$ cat config.mk
export PLATFORM = sky130hd
export DESIGN_NAME = dds_sweep_ctrl_flat
export DESIGN_NICKNAME = d
export VERILOG_FILES = /design/src/rtl/dds_pkg.sv /design/src/rtl/dds_sweep_ctrl_if.sv /design/src/rtl/dds_step_calc.sv /design/src/rtl/dds_sweep_ctrl.sv /design/src/flat_wrapper.sv
export SDC_FILE = /design/constraint.sdc
export NUM_CORES = 1
export LEC_CHECK = 0
export CORE_MARGIN = 3
export CORE_UTILIZATION = 30
export DETAILED_ROUTE_END_ITERATION = 10
export MAX_ROUTING_LAYER = met4
export PLACE_DENSITY_LB_ADDON = 0.1
export SLEW_MARGIN = 25
export SYNTH_ARGS = -nofsm -noshare
export SYNTH_HDL_FRONTEND = slang
export SYNTH_SLANG_ARGS = --single-unit
$ cat constraint.sdc
create_clock -name clk -period 5.5 [get_ports clk]
set_clock_uncertainty 0.05 [all_clocks]
set_input_delay 1.1 -clock clk [delete_from_list [all_inputs] [get_ports clk]]
set_output_delay 1.1 -clock clk [all_outputs]
set_load 0.02 [all_outputs]
$ cat src/rtl/dds_pkg.sv
// Definitions shared by the DDS sweep sequencer and the DDS wave generator.
// Word widths here must match the generator's K/P inputs.
package dds_pkg;

  localparam int K_W = 32;
  localparam int P_W = 11;

  typedef enum logic {
    IDLE = 1'b0,
    RUN  = 1'b1
  } sweep_state_t;

endpackage

$ cat src/rtl/dds_sweep_ctrl_if.sv
// Host-side control/configuration bus plus the DDS-facing outputs of the sweep sequencer.
interface dds_sweep_ctrl_if
  import dds_pkg::*;
#(
  parameter int DWELL_W = 16,
  parameter int IDX_W   = 16
) ();

  logic               start;
  logic               abort;
  logic [K_W-1:0]     cfg_start_k;
  logic [K_W-1:0]     cfg_stop_k;
  logic [K_W-1:0]     cfg_step_k;
  logic [DWELL_W-1:0] cfg_dwell;
  logic [P_W-1:0]     cfg_phase;
  logic               cfg_repeat;

  logic [K_W-1:0]     k_out;
  logic [P_W-1:0]     p_out;
  logic               k_valid;
  logic               busy;
  logic               done;
  logic [IDX_W-1:0]   step_idx;

  modport master (
    output start, abort, cfg_start_k, cfg_stop_k, cfg_step_k,
           cfg_dwell, cfg_phase, cfg_repeat,
    input  k_out, p_out, k_valid, busy, done, step_idx
  );

  modport slave (
    input  start, abort, cfg_start_k, cfg_stop_k, cfg_step_k,
           cfg_dwell, cfg_phase, cfg_repeat,
    output k_out, p_out, k_valid, busy, done, step_idx
  );

endinterface

$ cat src/rtl/dds_step_calc.sv
// Combinational next-frequency-word calculation: one signed step toward the stop word,
// clamped to the stop word on overshoot or on 32-bit wrap in either direction.
module dds_step_calc
  import dds_pkg::*;
(
  input  logic [K_W-1:0] cur_k,
  input  logic [K_W-1:0] step_k,
  input  logic [K_W-1:0] stop_k,
  input  logic           dir_up,
  output logic [K_W-1:0] next_k,
  output logic           at_stop
);

  logic [K_W:0] sum_ext;
  logic [K_W:0] diff_ext;
  logic         up_clamp;
  logic         down_clamp;

  // Bit K_W of the extended result is the carry (up) or borrow (down).
  assign sum_ext  = {1'b0, cur_k} + {1'b0, step_k};
  assign diff_ext = {1'b0, cur_k} - {1'b0, step_k};

  assign up_clamp   = sum_ext[K_W]  || (sum_ext[K_W-1:0]  > stop_k);
  assign down_clamp = diff_ext[K_W] || (diff_ext[K_W-1:0] < stop_k);

  always_comb begin
    next_k = stop_k;
    if (dir_up) begin
      if (!up_clamp) begin
        next_k = sum_ext[K_W-1:0];
      end
    end else begin
      if (!down_clamp) begin
        next_k = diff_ext[K_W-1:0];
      end
    end
  end

  // A zero step can never advance, so it is treated as a single-point sweep.
  assign at_stop = (cur_k == stop_k) || (step_k == '0);

endmodule

$ cat src/rtl/dds_sweep_ctrl.sv
// Linear frequency sweep sequencer for the DDS: steps K from start to stop, holding
// each point for dwell+1 cycles, with optional repeat and abort.
module dds_sweep_ctrl
  import dds_pkg::*;
#(
  parameter int DWELL_W = 16,
  parameter int IDX_W   = 16
) (
  input  logic            clk,
  input  logic            rst,
  dds_sweep_ctrl_if.slave bus
);

  sweep_state_t       state_reg, state_next;

  logic [K_W-1:0]     start_k_reg, start_k_next;
  logic [K_W-1:0]     stop_k_reg, stop_k_next;
  logic [K_W-1:0]     step_k_reg, step_k_next;
  logic [DWELL_W-1:0] dwell_reg, dwell_next;
  logic               repeat_reg, repeat_next;
  logic               dir_up_reg, dir_up_next;

  logic [DWELL_W-1:0] cnt_reg, cnt_next;
  logic [K_W-1:0]     k_reg, k_next;
  logic [P_W-1:0]     p_reg, p_next;
  logic               k_valid_reg, k_valid_next;
  logic               busy_reg, busy_next;
  logic               done_reg, done_next;
  logic [IDX_W-1:0]   idx_reg, idx_next;

  logic [K_W-1:0]     calc_next_k;
  logic               calc_at_stop;

  dds_step_calc u_step_calc (
    .cur_k   (k_reg),
    .step_k  (step_k_reg),
    .stop_k  (stop_k_reg),
    .dir_up  (dir_up_reg),
    .next_k  (calc_next_k),
    .at_stop (calc_at_stop)
  );

  always_ff @(posedge clk) begin
    if (rst) begin
      state_reg   <= IDLE;
      start_k_reg <= '0;
      stop_k_reg  <= '0;
      step_k_reg  <= '0;
      dwell_reg   <= '0;
      repeat_reg  <= 1'b0;
      dir_up_reg  <= 1'b0;
      cnt_reg     <= '0;
      k_reg       <= '0;
      p_reg       <= '0;
      k_valid_reg <= 1'b0;
      busy_reg    <= 1'b0;
      done_reg    <= 1'b0;
      idx_reg     <= '0;
    end else begin
      state_reg   <= state_next;
      start_k_reg <= start_k_next;
      stop_k_reg  <= stop_k_next;
      step_k_reg  <= step_k_next;
      dwell_reg   <= dwell_next;
      repeat_reg  <= repeat_next;
      dir_up_reg  <= dir_up_next;
      cnt_reg     <= cnt_next;
      k_reg       <= k_next;
      p_reg       <= p_next;
      k_valid_reg <= k_valid_next;
      busy_reg    <= busy_next;
      done_reg    <= done_next;
      idx_reg     <= idx_next;
    end
  end

  always_comb begin
    state_next   = state_reg;
    start_k_next = start_k_reg;
    stop_k_next  = stop_k_reg;
    step_k_next  = step_k_reg;
    dwell_next   = dwell_reg;
    repeat_next  = repeat_reg;
    dir_up_next  = dir_up_reg;
    cnt_next     = cnt_reg;
    k_next       = k_reg;
    p_next       = p_reg;
    k_valid_next = 1'b0;
    busy_next    = busy_reg;
    done_next    = 1'b0;
    idx_next     = idx_reg;

    case (state_reg)
      IDLE: begin
        if (bus.start && !bus.abort) begin
          start_k_next = bus.cfg_start_k;
          stop_k_next  = bus.cfg_stop_k;
          step_k_next  = bus.cfg_step_k;
          dwell_next   = bus.cfg_dwell;
          repeat_next  = bus.cfg_repeat;
          dir_up_next  = (bus.cfg_stop_k >= bus.cfg_start_k);
          k_next       = bus.cfg_start_k;
          p_next       = bus.cfg_phase;
          k_valid_next = 1'b1;
          busy_next    = 1'b1;
          idx_next     = '0;
          cnt_next     = bus.cfg_dwell;
          state_next   = RUN;
        end
      end

      RUN: begin
        if (bus.abort) begin
          busy_next  = 1'b0;
          state_next = IDLE;
        end else if (cnt_reg != '0) begin
          cnt_next = cnt_reg - DWELL_W'(1);
        end else if (!calc_at_stop) begin
          k_next       = calc_next_k;
          k_valid_next = 1'b1;
          idx_next     = (&idx_reg) ? idx_reg : idx_reg + IDX_W'(1);
          cnt_next     = dwell_reg;
        end else if (repeat_reg) begin
          // Restart from the shadowed start word; live cfg is not re-sampled.
          k_next       = start_k_reg;
          k_valid_next = 1'b1;
          idx_next     = '0;
          cnt_next     = dwell_reg;
        end else begin
          done_next  = 1'b1;
          busy_next  = 1'b0;
          state_next = IDLE;
        end
      end

      default: begin
        state_next = IDLE;
        busy_next  = 1'b0;
      end
    endcase
  end

  assign bus.k_out    = k_reg;
  assign bus.p_out    = p_reg;
  assign bus.k_valid  = k_valid_reg;
  assign bus.busy     = busy_reg;
  assign bus.done     = done_reg;
  assign bus.step_idx = idx_reg;

endmodule

$ cat src/flat_wrapper.sv
// flat-port wrapper written by rule: the top's interface ports become plain ports
module dds_sweep_ctrl_flat import dds_pkg::*;
#(
  parameter int DWELL_W = 16,
  parameter int IDX_W   = 16
)
  (clk, rst, bus_start, bus_abort, bus_cfg_start_k, bus_cfg_stop_k, bus_cfg_step_k, bus_cfg_dwell, bus_cfg_phase, bus_cfg_repeat, bus_k_out, bus_p_out, bus_k_valid, bus_busy, bus_done, bus_step_idx);
  dds_sweep_ctrl_if #(.DWELL_W(DWELL_W), .IDX_W(IDX_W)) bus_i ();
  input  logic clk;
  input  logic rst;
  input wire logic [$bits(bus_i.start)-1:0] bus_start;
  input wire logic [$bits(bus_i.abort)-1:0] bus_abort;
  input wire logic [$bits(bus_i.cfg_start_k)-1:0] bus_cfg_start_k;
  input wire logic [$bits(bus_i.cfg_stop_k)-1:0] bus_cfg_stop_k;
  input wire logic [$bits(bus_i.cfg_step_k)-1:0] bus_cfg_step_k;
  input wire logic [$bits(bus_i.cfg_dwell)-1:0] bus_cfg_dwell;
  input wire logic [$bits(bus_i.cfg_phase)-1:0] bus_cfg_phase;
  input wire logic [$bits(bus_i.cfg_repeat)-1:0] bus_cfg_repeat;
  output wire logic [$bits(bus_i.k_out)-1:0] bus_k_out;
  output wire logic [$bits(bus_i.p_out)-1:0] bus_p_out;
  output wire logic [$bits(bus_i.k_valid)-1:0] bus_k_valid;
  output wire logic [$bits(bus_i.busy)-1:0] bus_busy;
  output wire logic [$bits(bus_i.done)-1:0] bus_done;
  output wire logic [$bits(bus_i.step_idx)-1:0] bus_step_idx;
  assign bus_i.start = bus_start;
  assign bus_i.abort = bus_abort;
  assign bus_i.cfg_start_k = bus_cfg_start_k;
  assign bus_i.cfg_stop_k = bus_cfg_stop_k;
  assign bus_i.cfg_step_k = bus_cfg_step_k;
  assign bus_i.cfg_dwell = bus_cfg_dwell;
  assign bus_i.cfg_phase = bus_cfg_phase;
  assign bus_i.cfg_repeat = bus_cfg_repeat;
  assign bus_k_out = bus_i.k_out;
  assign bus_p_out = bus_i.p_out;
  assign bus_k_valid = bus_i.k_valid;
  assign bus_busy = bus_i.busy;
  assign bus_done = bus_i.done;
  assign bus_step_idx = bus_i.step_idx;
  dds_sweep_ctrl #(.DWELL_W(DWELL_W), .IDX_W(IDX_W)) u_core (.clk(clk), .rst(rst), .bus(bus_i));
endmodule
; ---- After elaboration in Yosys (flattened, before gate mapping)
; Cells that the tools add are included.
[totals]
regBits = 193
output_inout_bits = 62
[classes]
n_reduce_logical = 14
n_bitwise = 2
magnitude_cmp = 3
mux = 38
add_sub_neg = 4
eq_ne = 10
[ops]
columns = operator, count
row1 = 32-bit 2-to-1 mux, 8
row2 = 16-bit 2-to-1 mux, 11
row3 = 16-bit case mux with 2 select lines, 2
row4 = 32-bit case mux with 2 select lines, 1
row5 = 32-bit by 32-bit adder with 33-bit output, 1
row6 = 32-bit by 32-bit subtractor with 33-bit output, 1
row7 = 32-bit == test, 1
row8 = 32-bit greater-or-equal comparator, 1
row9 = 32-bit > comparator, 1
row10 = 32-bit zero test, 1
row11 = 32-bit < comparator, 1
row12 = 16-bit by 1-bit adder with 16-bit output (second input constant), 1
row13 = 16-bit AND reduction, 1
row14 = 16-bit nonzero test, 1
row15 = 16-bit by 1-bit subtractor with 16-bit output (second input constant), 1
row16 = 3-bit inequality test (second input constant), 5
row17 = 1-bit 2-to-1 mux, 13
row18 = 4-bit AND reduction, 2
row19 = 1-bit case mux with 2 select lines, 3
row20 = 5-bit AND reduction, 1
row21 = 5-bit OR reduction, 1
row22 = 2-bit inequality test (second input constant), 2
row23 = 4-bit inequality test (second input constant), 1
row24 = 1-bit logical OR, 3
row25 = 6 further kinds, 7

; ---- Logic depth before layout (Yosys ltp)
; Gate-level depths: netlist (run 1).
[logic_depth]
depth_word = 9
ltp_mapped = 23
mapped_depth_nobuf = 21

; ---- Modules after synthesis
; From an unflattened synthesis (run 1), not the netlist that was laid out.
[hier_totals]
cells_unflattened = 2058
hier_area_um2 = 15547.4
[modules_own_cells]
columns = module, instances, cells_each, area_each_um2
row1 = dds_sweep_ctrl, 1, 1151, 9007.4
row2 = dds_step_calc, 1, 907, 6540.0

; ---- Worst setup path before layout (run 1)
; Ideal clock, no wire load.
[synth_timing]
path_kind = reg2reg
from = register u_core.k_reg[11] (netlist: u_core.bus.k_out[11])
to = register u_core.k_reg[10] (netlist: u_core.bus.k_out[10])
path_stages_with_launch = 22
t_arrival_ns = 4.688
setup_time_ns = 0.122
path_slack_ns = 0.640
n_path_buf = 2
path_cell_list = dfxtp_1 ha_1 buf_4 and2_1 and3_1 a221oi_1 o31ai_4 a211oi_2 o41a_1 nand2_1 xor2_1 ha_1 nand4_1 and4bb_1 o211ai_1 a31oi_1 nor3_1 nor3_2 buf_2 mux2i_1 mux2i_1 a311o_1
[synth_via]
elab_chain_cells = 9
[synth_rtl]
columns = element, line_no
row1 = from (decl), dds_sweep_ctrl.sv:24  ; logic [K_W-1:0] k_reg, k_next;
row2 = from (signal assigned), dds_sweep_ctrl.sv:68  ; k_reg <= k_next;
row3 = 32-bit by 32-bit subtractor with 33-bit output / 32-bit by 32-bit adder with 33-bit output (equally long branches), "dds_step_calc.sv:21, dds_step_calc.sv:20"
row4 = 32-bit < comparator / 32-bit > comparator (equally long branches), "dds_step_calc.sv:24, dds_step_calc.sv:23"
row5 = 1-bit logical OR (on tied branches), "dds_step_calc.sv:24, dds_step_calc.sv:23"
row6 = 32-bit 2-to-1 mux (on tied branches), "dds_step_calc.sv:33, dds_step_calc.sv:29"
row7 = 32-bit 2-to-1 mux, dds_step_calc.sv:28  ; if (dir_up) begin
row8 = 32-bit 2-to-1 mux, dds_sweep_ctrl.sv:118  ; end else if (!calc_at_stop) begin
row9 = 32-bit 2-to-1 mux, dds_sweep_ctrl.sv:116  ; end else if (cnt_reg != '0) begin
row10 = 32-bit 2-to-1 mux, dds_sweep_ctrl.sv:113  ; if (bus.abort) begin
row11 = 32-bit case mux with 2 select lines, dds_sweep_ctrl.sv:93  ; case (state_reg)
; Parallel ways exist; a longest one is shown, timed or not. The select of a mux whose other input is x is not followed.
; A chain may end at the register's enable or synchronous reset.

; ---- Worst setup path in the final report (run 1)
[layout_timing]
from = register u_core.k_reg[0] (netlist: u_core.bus.k_out[0])
to = register u_core.k_reg[11] (netlist: u_core.bus.k_out[11])
; The elaborated chain is that of the path after synthesis.

==> impl_metrics.csv, run 1 <==
group,metric,value,unit
cts,cts_root_buf,"clkbuf_16",
power_and_ir_drop,leakage_component_of_the_power,7.74,nW
setup_path,worst_ep_required_time,5840,ps
synth,synth_area_leader_cell,"dfxtp_1",
synth,ys.warnings.count,0,
timing,finalMaxSlewViolations,0,
timing,final_period_util,0.961,
setup_path,start_kind,"flip-flop",
power_and_ir_drop,total_power_divided_by_cell_area,283,nW/µm²
setup_path,critPathArrivalTime,5620,ps
outcome,status,"finished clean",
cts,clock_tree.buffer_depth,2,
setup_path,endpoint_kind,"flip-flop",
power_and_ir_drop,ir_drop,0.242,mV
synth,number_of_flops_mapped_to_enable_cells_by_yosys,0,
cts,worstSkewPairLatency,500,ps
synth,synth_fp_nets,2349,
timing,fmax,0.189,GHz
grt,antenna_violations_before_repair,5,
cts,tritoncts,"built",
synth,yosys_register_bits,193,
floorplanning,io_pins,190,
detailed_routing,postRouteWirelength,64700,µm
place,total_of_buffers_placed_on_input_and_output_ports,189,
floorplanning,fp.dieH,233,µm
place,detailedPlace.worstSlack,25.1,ps
power_and_ir_drop,total_power,0.00556,W
synth,ys.flop_type,"dfxtp_1",
place,gp_congestion,0.952,
timing,post-route-min-period,5280,ps
detailed_routing,antenna_left,0,
synth,netlist_top_cells_area,"dfxtp_1, ha_1, a21oi_1, nand2_1, xnor2_1",
detailed_routing,drtIter0Drc,1124,
cts,numCtsBuffers,17,
synth,synth_top_area_frac,0.251,
setup_path,cp_max_fo,5,
grt,grt-ovfl-total,0,
floorplanning,initial_core_util,0.305,
cts,clkSlewWorstSetupHoldPaths,90,ps
flow_run,max_cap_viol_count,0,
synth,netlist_instances,2057,
layout,num-nets-final,2579,
synth,area_of_the_mapped_netlist,15400,µm²
layout,syn2layout_area_growth,27.5,%
setup_path,critPathKind,"reg2reg",
detailed_routing,route.vias.total,15800,
grt,first_global_vias,15500,
synth,synth-async-reset-ratio,0,
timing,setup_viol,0,
cts,clock_sinks,193,
grt,global_route_wire_length_before_repair,96500,µm
detailed_routing,detail_route.first_pass.iterations,5,
detailed_routing,drt_drc_violations_left,0,
grt,groute.usage.overall,0.243,
timing,timing.slew.headroom,0.331,
floorplanning,core-area,50500,µm²
floorplanning,placement_rows,82,
cts,htree_num_levels,4,
timing,timing.final.hold_violations,0,
grt,grt_start_max_net_pins,66,
place,place_hpwl,50700,µm
floorplanning,die-width,233,µm
synth,post_synth_num_cell_types,89,
layout,drive_gt1_frac,0.112,
timing,worst_slew_pin_slew,978,ps
detailed_routing,detail_route.wl_per_cell,21.7,µm
synth,post_synth.cell_area_avg,7.49,µm²
synth,synth_sequential_area_ratio,0.251,
floorplanning,fp.dieArea,54100,µm²
detailed_routing,route.detailed.vias_per_inst,5.30,
hold_path,hp-class,"reg2reg",
timing,fin_ws,217,ps
-- cells in the final DEF, fill, tap and decap left out, types with 37 or more instances in the layout --
master,netlist,layout
nand2_1,335,333
a211oi_1,37,37
ha_1,162,148
xnor2_1,91,89
clkdlybuf4s50_1,0,188
inv_1,132,130
dfxtp_1,193,184
mux2i_1,48,47
buf_4,9,127
a21oi_1,269,266
nor2_1,150,150
o21ai_0,69,67
-- cells in the mapped netlist, types with 7 or more instances --
cell,count
and4_1,11
nor2_1,150
o31ai_1,18
and3_1,7
mux2i_1,48
nand2_1,335
o21a_1,12
xnor2_1,91
o21ai_0,69
o211ai_1,25
buf_2,19
inv_1,132
a221oi_1,16
dfxtp_1,193
nor2b_1,14
nor3_1,27
and2_1,8
a21oi_1,269
clkbuf_1,79
or3_1,8
nand3_1,25
mux2_2,12
a21o_1,29
nand2b_1,13
o21bai_1,8
nor4_1,20
buf_4,9
a211oi_1,37
nand4_1,36
ha_1,162
a31oi_1,17
xor2_1,20
a311oi_1,21
-- final cells by class --
| cell class | count | area [µm²] |
|---|---|---|
| Fill cell | 5298 | 30800 |
| Multi-Input combinational cell | 1611 | 10700 |
| Sequential cell | 193 | 3880 |
| Timing Repair Buffer | 324 | 3000 |
| Tap cell | 672 | 841 |
| Inverter | 140 | 526 |
| Clock buffer | 19 | 433 |
| Clock inverter | 13 | 194 |
| Antenna cell | 6 | 15.0 |
-- cells by family (layout without fill, tap and decap cells) --
logic type	after synthesis	after routing	share of synthesized area
DFF	193	193	0.251
and+or+nand+nor	678	678	0.198
other	0	6	0
muxes	61	61	0.0407
adders and majority gates	164	164	0.134
buffers and inverters	253	496	0.0664
xor gates and xnor gates	111	111	0.0631
AOI/OAI and AO/OA	597	597	0.246
-- routing by layer --
layer / vias up / wire (µm) / GRT usage
met5: - / 0 / -
met4: 0 / 1860 / 0.0787
met3: 72 / 4360 / 0.0591
met2: 441 / 27700 / 0.352
met1: 7507 / 30800 / 0.332
li1: 7772 / - / -
-- where the power goes --
part	switching, W	internal [W]
Sequential	0.0000877	0.00147
Combinational	0.00146	0.00116
Clock	0.000686	0.000697
-- repair_timing --
action	in CTS	in global routing
hold buffers	0	0
setup buffers	0	21
setup endpoints to repair	0	32
resized for setup	0	55
-- stage by stage --
step	hold WS [ps]	TNS [ps]	cells	utilization	cell area, µm²
6_report	403	0	2978	0.389	19600
5_1_grt	418	-126	2977	0.389	19600
3_3_place_gp	390	0	2918	0.368	18600
3_5_place_dp	395	0	2918	0.368	18600
2_1_floorplan	382	0	2057	-	15400
4_1_cts	407	0	2950	0.380	19200
-- final timing paths --
check | endpoint | from | depth (start not counted) | slack [ps]
worst max-delay path | u_core.bus.k_out[11] | u_core.bus.k_out[0] | 23 | 220
worst min-delay path | u_core.start_k_reg[5] | u_core.start_k_reg[5] | 2 | 400
worst max register to register | u_core.bus.k_out[11] | u_core.bus.k_out[0] | 23 | 220
worst min register to register | u_core.start_k_reg[5] | u_core.start_k_reg[5] | 2 | 400
-- worst max-delay path, stage by stage (launching register included) --
cell and delay (ps):
dfxtp_4 400, inv_2 40, ha_2 180, inv_2 60, fa_2 220, a21o_1 150, nand4_1 120, a211o_1 360
o211ai_1 440, nand3_1 220, a31oi_4 230, xnor2_2 110, ha_1 310, nand4_1 170, and4bb_1 370, o211ai_1 100
a31oi_1 240, nor3_2 100, nor3_4 330, buf_6 160, clkbuf_16 140, mux2i_1 70, mux2_4 290, a311oi_2 310
(Power assumes the default switching activity.)
==> run 2: changes to the inputs <==
- CORE_MARGIN: 3 -> unset
- CTS_CLUSTER_SIZE: unset -> 30
- SYNTH_HIERARCHICAL: unset -> 1
==> run 2 against run 1 <==
Global-route usage grew 1.8 points. Design area grew 6.9%. Worst setup slack lost 200 ps. Register-to-register slack lost 200 ps. Total power grew 2.8%. Via count grew 4.3%. Combinational power grew 6%. Wire length grew 5.2%. Clock-buffer cell count shrank 2. Sequential power is essentially flat. Sequential share of layout area shrank 1.3 points. Critical endpoint is now u_core/bus.k_out[5].
==> impl_metrics.csv, run 2 <==
group,metric,value,unit
setup_path,endpoint_kind,"flip-flop",
floorplanning,fp.dieArea,52700,µm²
setup_path,worstSetupEndpoint,"u_core/bus.k_out[5]",
synth,yosys_register_bits,193,
synth,synth_top_area_frac,0.249,
floorplanning,initial_core_util,0.303,
floorplanning,placement_rows,83,
grt,antenna_violations_before_repair,3,
grt,global_route_wire_length_before_repair,101000,µm
layout,num-nets-final,2693,
detailed_routing,drtIter0Drc,1158,
cts,numCtsBuffers,17,
synth,netlist_instances,2058,
cts,cts_root_buf,"clkbuf_16",
detailed_routing,drt_drc_violations_left,0,
synth,ys.warnings.count,6,
place,detailed_place.area,19400,µm²
setup_path,crit-reg2reg-capture,"u_core/bus.k_out[5]",
synth,ys.flop_type,"dfxtp_1",
synth,synth_sequential_area_ratio,0.249,
synth,area_of_the_mapped_netlist,15500,µm²
synth,synthMostInstantiatedCell,"nand2_1",
place,place_hpwl,51800,µm
synth,netlist_top_cells_area,"dfxtp_1, ha_1, nand2_1, a21oi_1, mux2i_1",
setup_path,rr_worst_depth,27,
power_and_ir_drop,leakage_component_of_the_power,8.43,nW
cts,htree_num_levels,4,
layout,final_cell_mix,"nand2_1, a21oi_1, buf_4",
timing,post-route-min-period,5490,ps
grt,groute.usage.overall,0.261,
cts,worstSkewPairLatency,510,ps
hold_path,worstHoldStart,"u_core/dwell_reg[7]",
timing,final_period_util,0.997,
synth,synth_fp_nets,2350,
setup_path,critPathKind,"reg2reg",
power_and_ir_drop,switching_power,0.00227,W
flow_run,max_cap_viol_count,0,
timing,finalMaxSlewViolations,0,
layout,layout.filler_cells,5356,
power_and_ir_drop,seq_power_share,0.269,
synth,post_synth_num_cell_types,106,
power_and_ir_drop,ir_drop,0.259,mV
layout,final-seq-area,3880,µm²
detailed_routing,antenna_left,0,
floorplanning,core-area,51300,µm²
setup_path,start_kind,"flip-flop",
synth,synth-async-reset-ratio,0,
detailed_routing,detail_route.wl_per_cell,22.0,µm
cts,tritoncts,"built",
floorplanning,fp.dieH,230,µm
power_and_ir_drop,total_power_divided_by_cell_area,272,nW/µm²
synth,synth_area_leader_cell,"dfxtp_1",
cts,cts_hold_buf,0,
setup_path,setup.worst_path.start,"u_core/step_k_reg[1]",
setup_path,setup.reg_to_reg.worst_slack,10,ps
timing,rsz0062_at_grt,"yes",
floorplanning,io_pins,190,
layout,layout_commonest_cell,"nand2_1",
detailed_routing,route.detailed.vias_per_inst,5.32,
setup_path,worst_ep_required_time,5790,ps
detailed_routing,detail_route.first_pass.iterations,5,
cts,clock_tree.buffer_depth,2,
timing,timing.final.hold_violations,0,
power_and_ir_drop,clockPowerShare,0.245,
timing,timing.slew.headroom,0.371,
power_and_ir_drop,power.share.combinational,0.486,
layout,multi_input_area,11200,µm²
setup_path,cp_max_fo,5,
detailed_routing,postRouteWirelength,68100,µm
timing,setup_viol,0,
place,total_of_buffers_placed_on_input_and_output_ports,189,
timing,fmax,0.182,GHz
grt,grt-ovfl-total,0,
synth,post_synth.cell_area_avg,7.55,µm²
layout,syn2layout_area_growth,35.0,%
timing,worst_slew_pin_slew,941,ps
outcome,status,"finished clean",
timing,hold-worst-slack,403,ps
cts,clock_sinks,193,
floorplanning,die-width,230,µm
place,gp_congestion,0.995,
power_and_ir_drop,cellInternalPower,0.00345,W
setup_path,critPathArrivalTime,5780,ps
detailed_routing,route.vias.total,16500,
cts,clkSlewWorstSetupHoldPaths,80,ps
layout,final_area,21000,µm²
synth,ys_top_cells_by_count,"nand2_1, a21oi_1, dfxtp_1",
grt,first_global_vias,15800,
timing,fin_setup_tns,0,ps
setup_path,critical_path.reg2reg.startpoint,"u_core/step_k_reg[1]",
grt,grt_start_max_net_pins,125,
synth,number_of_flops_mapped_to_enable_cells_by_yosys,0,
hold_path,hp-class,"reg2reg",
layout,drive_gt1_frac,0.180,
power_and_ir_drop,switching_share,0.397,
==> run 2: cell count changes after synthesis, sizes merged, moves of 18 or more <==
cell	delta
a311oi	-19
nand2	+34
o211ai	+21
a211oi	-19
xnor2	-39
xor2	+18
nor2	-63
o21ai	+18
==> run 2: final cells by class <==
type                    instances  share of cell area
clock buffers                  17              0.0203
multi-input cells            1610               0.533
flip-flops and latches        193               0.185
repair buffers                439               0.187
diodes                          3            0.000358
inverters                     140              0.0253
well taps                     680              0.0405
clock inverters                15             0.00959
==> run 2: repair_timing <==
action                                  CTS  global route
endpoints found under the setup margin   32            32
setup buffers                             6            25
cloned                                    0             2
pin swaps                                10            62
resized for setup                        20           111
==> run 2: stage by stage <==
step                cells  worst slack (ps)  power, W   util
floorplan            2058               590   0.00297      -
global placement     3030              -388   0.00395  0.379
detailed placement   3030              -383   0.00395  0.379
CTS                  3068              8.25   0.00545  0.394
global route         3097              -150   0.00602  0.409
finish               3097              13.9   0.00572  0.409
==> run 2: kinds of logic after synthesis <==
group / share of synthesized area
AND/OR/NAND/NOR: 0.210
AO/OA/AOI/OAI: 0.250
buffers and inverters: 0.0710
flip-flops: 0.249
adder cells (fa/ha/maj): 0.133
XOR/XNOR: 0.0507
multiplexers: 0.0376
==> run 2: layer usage <==
| metal | global-route usage | vias up | part of all wire |
|---|---|---|---|
| met2 | 0.381 | 463 | 0.43 |
| met3 | 0.0463 | 57 | 0.058 |
| met1 | 0.370 | 7901 | 0.49 |
| met4 | 0.0613 | 0 | 0.018 |
| met5 | - | - | 0 |
| li1 | - | 8045 | - |
==> run 2: power by group through the flow <==
stage,combinational [W],sequential (W),clock [W]
detailed placement,0.00238,0.00157,0
global placement,0.00239,0.00157,0
global route,0.00297,0.00155,0.00150
floorplan,0.00139,0.00158,0
finish,0.00278,0.00154,0.00140
CTS,0.00246,0.00154,0.00146
==> run 2: critical path, cell delays in order, from the launching register on <==
cell	delay, ps
dfxtp_2	330
inv_2	50
ha_4	210
nor2b_2	160
o31a_1	340
buf_4	180
o311a_4	320
o311ai_4	310
a21o_1	220
buf_4	150
mux2i_1	220
nand3_2	160
ha_4	250
a21o_1	180
a21o_1	170
a21oi_1	140
nor2_1	70
a2111o_1	310
o22ai_2	180
a21oi_4	100
buf_12	200
buf_8	140
a32o_2	260
a21o_1	170
mux2i_1	120
nand2_1	70
o211ai_1	140
a21oi_1	130
==> run 2: how the worst min path moves through the flow <==
stage,cells after the start,endpoint,slack (ps)
2_1_floorplan,2,u_core/dwell_reg[5],380
3_3_place_gp,2,u_core/dwell_reg[7],390
3_5_place_dp,2,u_core/dwell_reg[12],390
4_1_cts,2,u_core/dwell_reg[12],410
5_1_grt,2,u_core/dwell_reg[12],420
6_report,2,u_core/dwell_reg[7],400
==> run 3: changes to the inputs <==
- CORE_UTILIZATION: 30 -> 36
- GPL_TIMING_DRIVEN: unset -> 0
==> run 3 against run 2 <==
The flow now finishes with violations (negative setup slack). First-iteration DRC count down 4.4%. Wire length is 5.1% lower. Maximum frequency fell by 1.9%. Critical path depth unchanged. Non-clock buffer count down 69. Clock power down 9%. Flip-flop and latch count is the same. Largest cell class unchanged.
==> impl_metrics.csv, run 3 (synthesis gave the netlist of run 2 again) <==
group,metric,value,unit
outcome,status,"complete, but fails checks",
outcome,violations_in_the_final_reports,"negative setup slack",
detailed_routing,drtIter0Drc,1107,
timing,fin_ws,-92.3,ps
floorplanning,core-area,42200,µm²
place,detailed_place.area,18100,µm²
place,gp_congestion,0.947,
setup_path,worst_ep_required_time,5790,ps
grt,global_route_wire_length_before_repair,96800,µm
grt,antenna_violations_before_repair,5,
power_and_ir_drop,ir_drop,0.191,mV
floorplanning,die-width,210,µm
detailed_routing,detail_route.first_pass.iterations,5,
layout,final_cell_mix,"nand2_1, a21oi_1, clkdlybuf4s50_1",
place,detailedPlace.worstSlack,-1170,ps
layout,syn2layout_area_growth,29.3,%
detailed_routing,detail_route.wl_per_cell,22.4,µm
floorplanning,placement_rows,75,
detailed_routing,drt_drc_violations_left,0,
cts,tritoncts,"built",
flow_run,max_cap_viol_count,0,
timing,final_period_util,1.02,
setup_path,start_kind,"flip-flop",
timing,timing.final.hold_violations,0,
floorplanning,fp.dieH,210,µm
setup_path,cpPeakStageDelay,430,ps
floorplanning,initial_core_util,0.368,
detailed_routing,route.vias.total,16300,
grt,groute.usage.overall,0.301,
cts,clock_sinks,193,
grt,grt_start_max_net_pins,19,
timing,finalMaxSlewViolations,0,
cts,numCtsBuffers,17,
timing,worst_slew_pin_slew,950,ps
timing,timing.slew.headroom,0.367,
layout,drive_gt1_frac,0.141,
detailed_routing,postRouteWirelength,64600,µm
cts,worstSkewPairLatency,480,ps
detailed_routing,antenna_left,0,
place,total_of_buffers_placed_on_input_and_output_ports,189,
cts,htree_num_levels,4,
layout,layout_commonest_cell,"nand2_1",
layout,num-nets-final,2624,
cts,clkSlewWorstSetupHoldPaths,80,ps
timing,fin_setup_tns,-347,ps
cts,cts_root_buf,"clkbuf_16",
setup_path,cpMaxStageDelayCell,"o31ai_4",
detailed_routing,route.detailed.vias_per_inst,5.63,
setup_path,endpoint_kind,"flip-flop",
timing,post-route-min-period,5590,ps
grt,grt-ovfl-total,0,
setup_path,cp_max_fo,10,
power_and_ir_drop,leakage_component_of_the_power,7.79,nW
setup_path,critPathArrivalTime,5880,ps
cts,clock_tree.buffer_depth,2,
power_and_ir_drop,total_power_divided_by_cell_area,268,nW/µm²
hold_path,hp-class,"reg2reg",
hold_path,whs_path_depth,2,
cts,cts_hold_buf,0,
place,place_hpwl,51200,µm
setup_path,critPathKind,"reg2reg",
timing,rsz0062_at_grt,"yes",
floorplanning,io_pins,190,
setup_path,rr_worst_depth,27,
grt,first_global_vias,15800,
layout,final_area,20100,µm²
timing,setup_viol,10,
timing,fmax,0.179,GHz
floorplanning,fp.dieArea,44000,µm²
==> run 3: cell count changes in the layout (fill, tap and decap cells not counted), moves of 7 or more <==
cell / change
buf_4: -162
o21ai_1: -7
buf_1: +9
dfxtp_4: +22
buf_2: +17
dfxtp_2: +9
dfxtp_1: -31
clkbuf_1: +62
==> run 3: final cells by class <==
type | instances | area, µm²
flip-flops and latches | 193 | 3970
clock buffers | 20 | 457
plain buffers | 112 | 611
clock inverters | 11 | 118
multi-input cells | 1610 | 11300
diodes | 7 | 17.5
repair buffers | 258 | 2430
inverters | 140 | 537
well taps | 539 | 674
fillers | 4278 | 22100
==> run 3: per-layer routing <==
metal	vias to the layer above	wire length, µm	track usage
met5	-	0	-
met4	0	1600	0.0816
met3	78	4060	0.0465
met2	472	30100	0.482
met1	7805	28900	0.393
li1	7902	-	-
==> run 3: path summary, 6_finish.rpt <==
check	start	end	slack (ps)
worst max-delay path	u_core/bus.k_out[0]	u_core/bus.k_out[29]	-90
worst min-delay path	u_core/dwell_reg[7]	u_core/dwell_reg[7]	400
worst max register to register	u_core/bus.k_out[0]	u_core/bus.k_out[29]	-90
worst min register to register	u_core/dwell_reg[7]	u_core/dwell_reg[7]	400
==> run 3: per-stage QoR <==
stage	utilization	hold WS, ps	cells	power, W
finish	0.476	403	2890	0.00539
detailed placement	0.429	396	2786	0.00371
CTS	0.460	408	2851	0.00518
floorplan	-	382	2058	0.00297
global route	0.476	423	2888	0.00567
global placement	0.429	389	2786	0.00370
==> run 3: repair_timing <==
action,4_1_cts,5_1_grt
setup endpoints to repair,32,32
pin swaps,39,58
cloned,0,1
setup buffers,36,33
gates resized for setup,119,96
==> run 3: worst max-delay path, delay by kind of cell, from the launching register on <==
kind            cells  cell delay (ps)
compound gates     12             2550
simple gates        7             1050
buf+inv             4              460
fa+ha+maj           3              830
mux                 1              130
flops               1              370
==> run 3: power by group <==
| group | internal [W] | switching [W] | leakage [nW] |
|---|---|---|---|
| Combinational | 0.00109 | 0.00146 | 5.91 |
| Sequential | 0.00146 | 0.0000995 | 1.60 |
| Clock | 0.000623 | 0.000652 | 0.279 |
| Total | 0.00318 | 0.00221 | 7.79 |
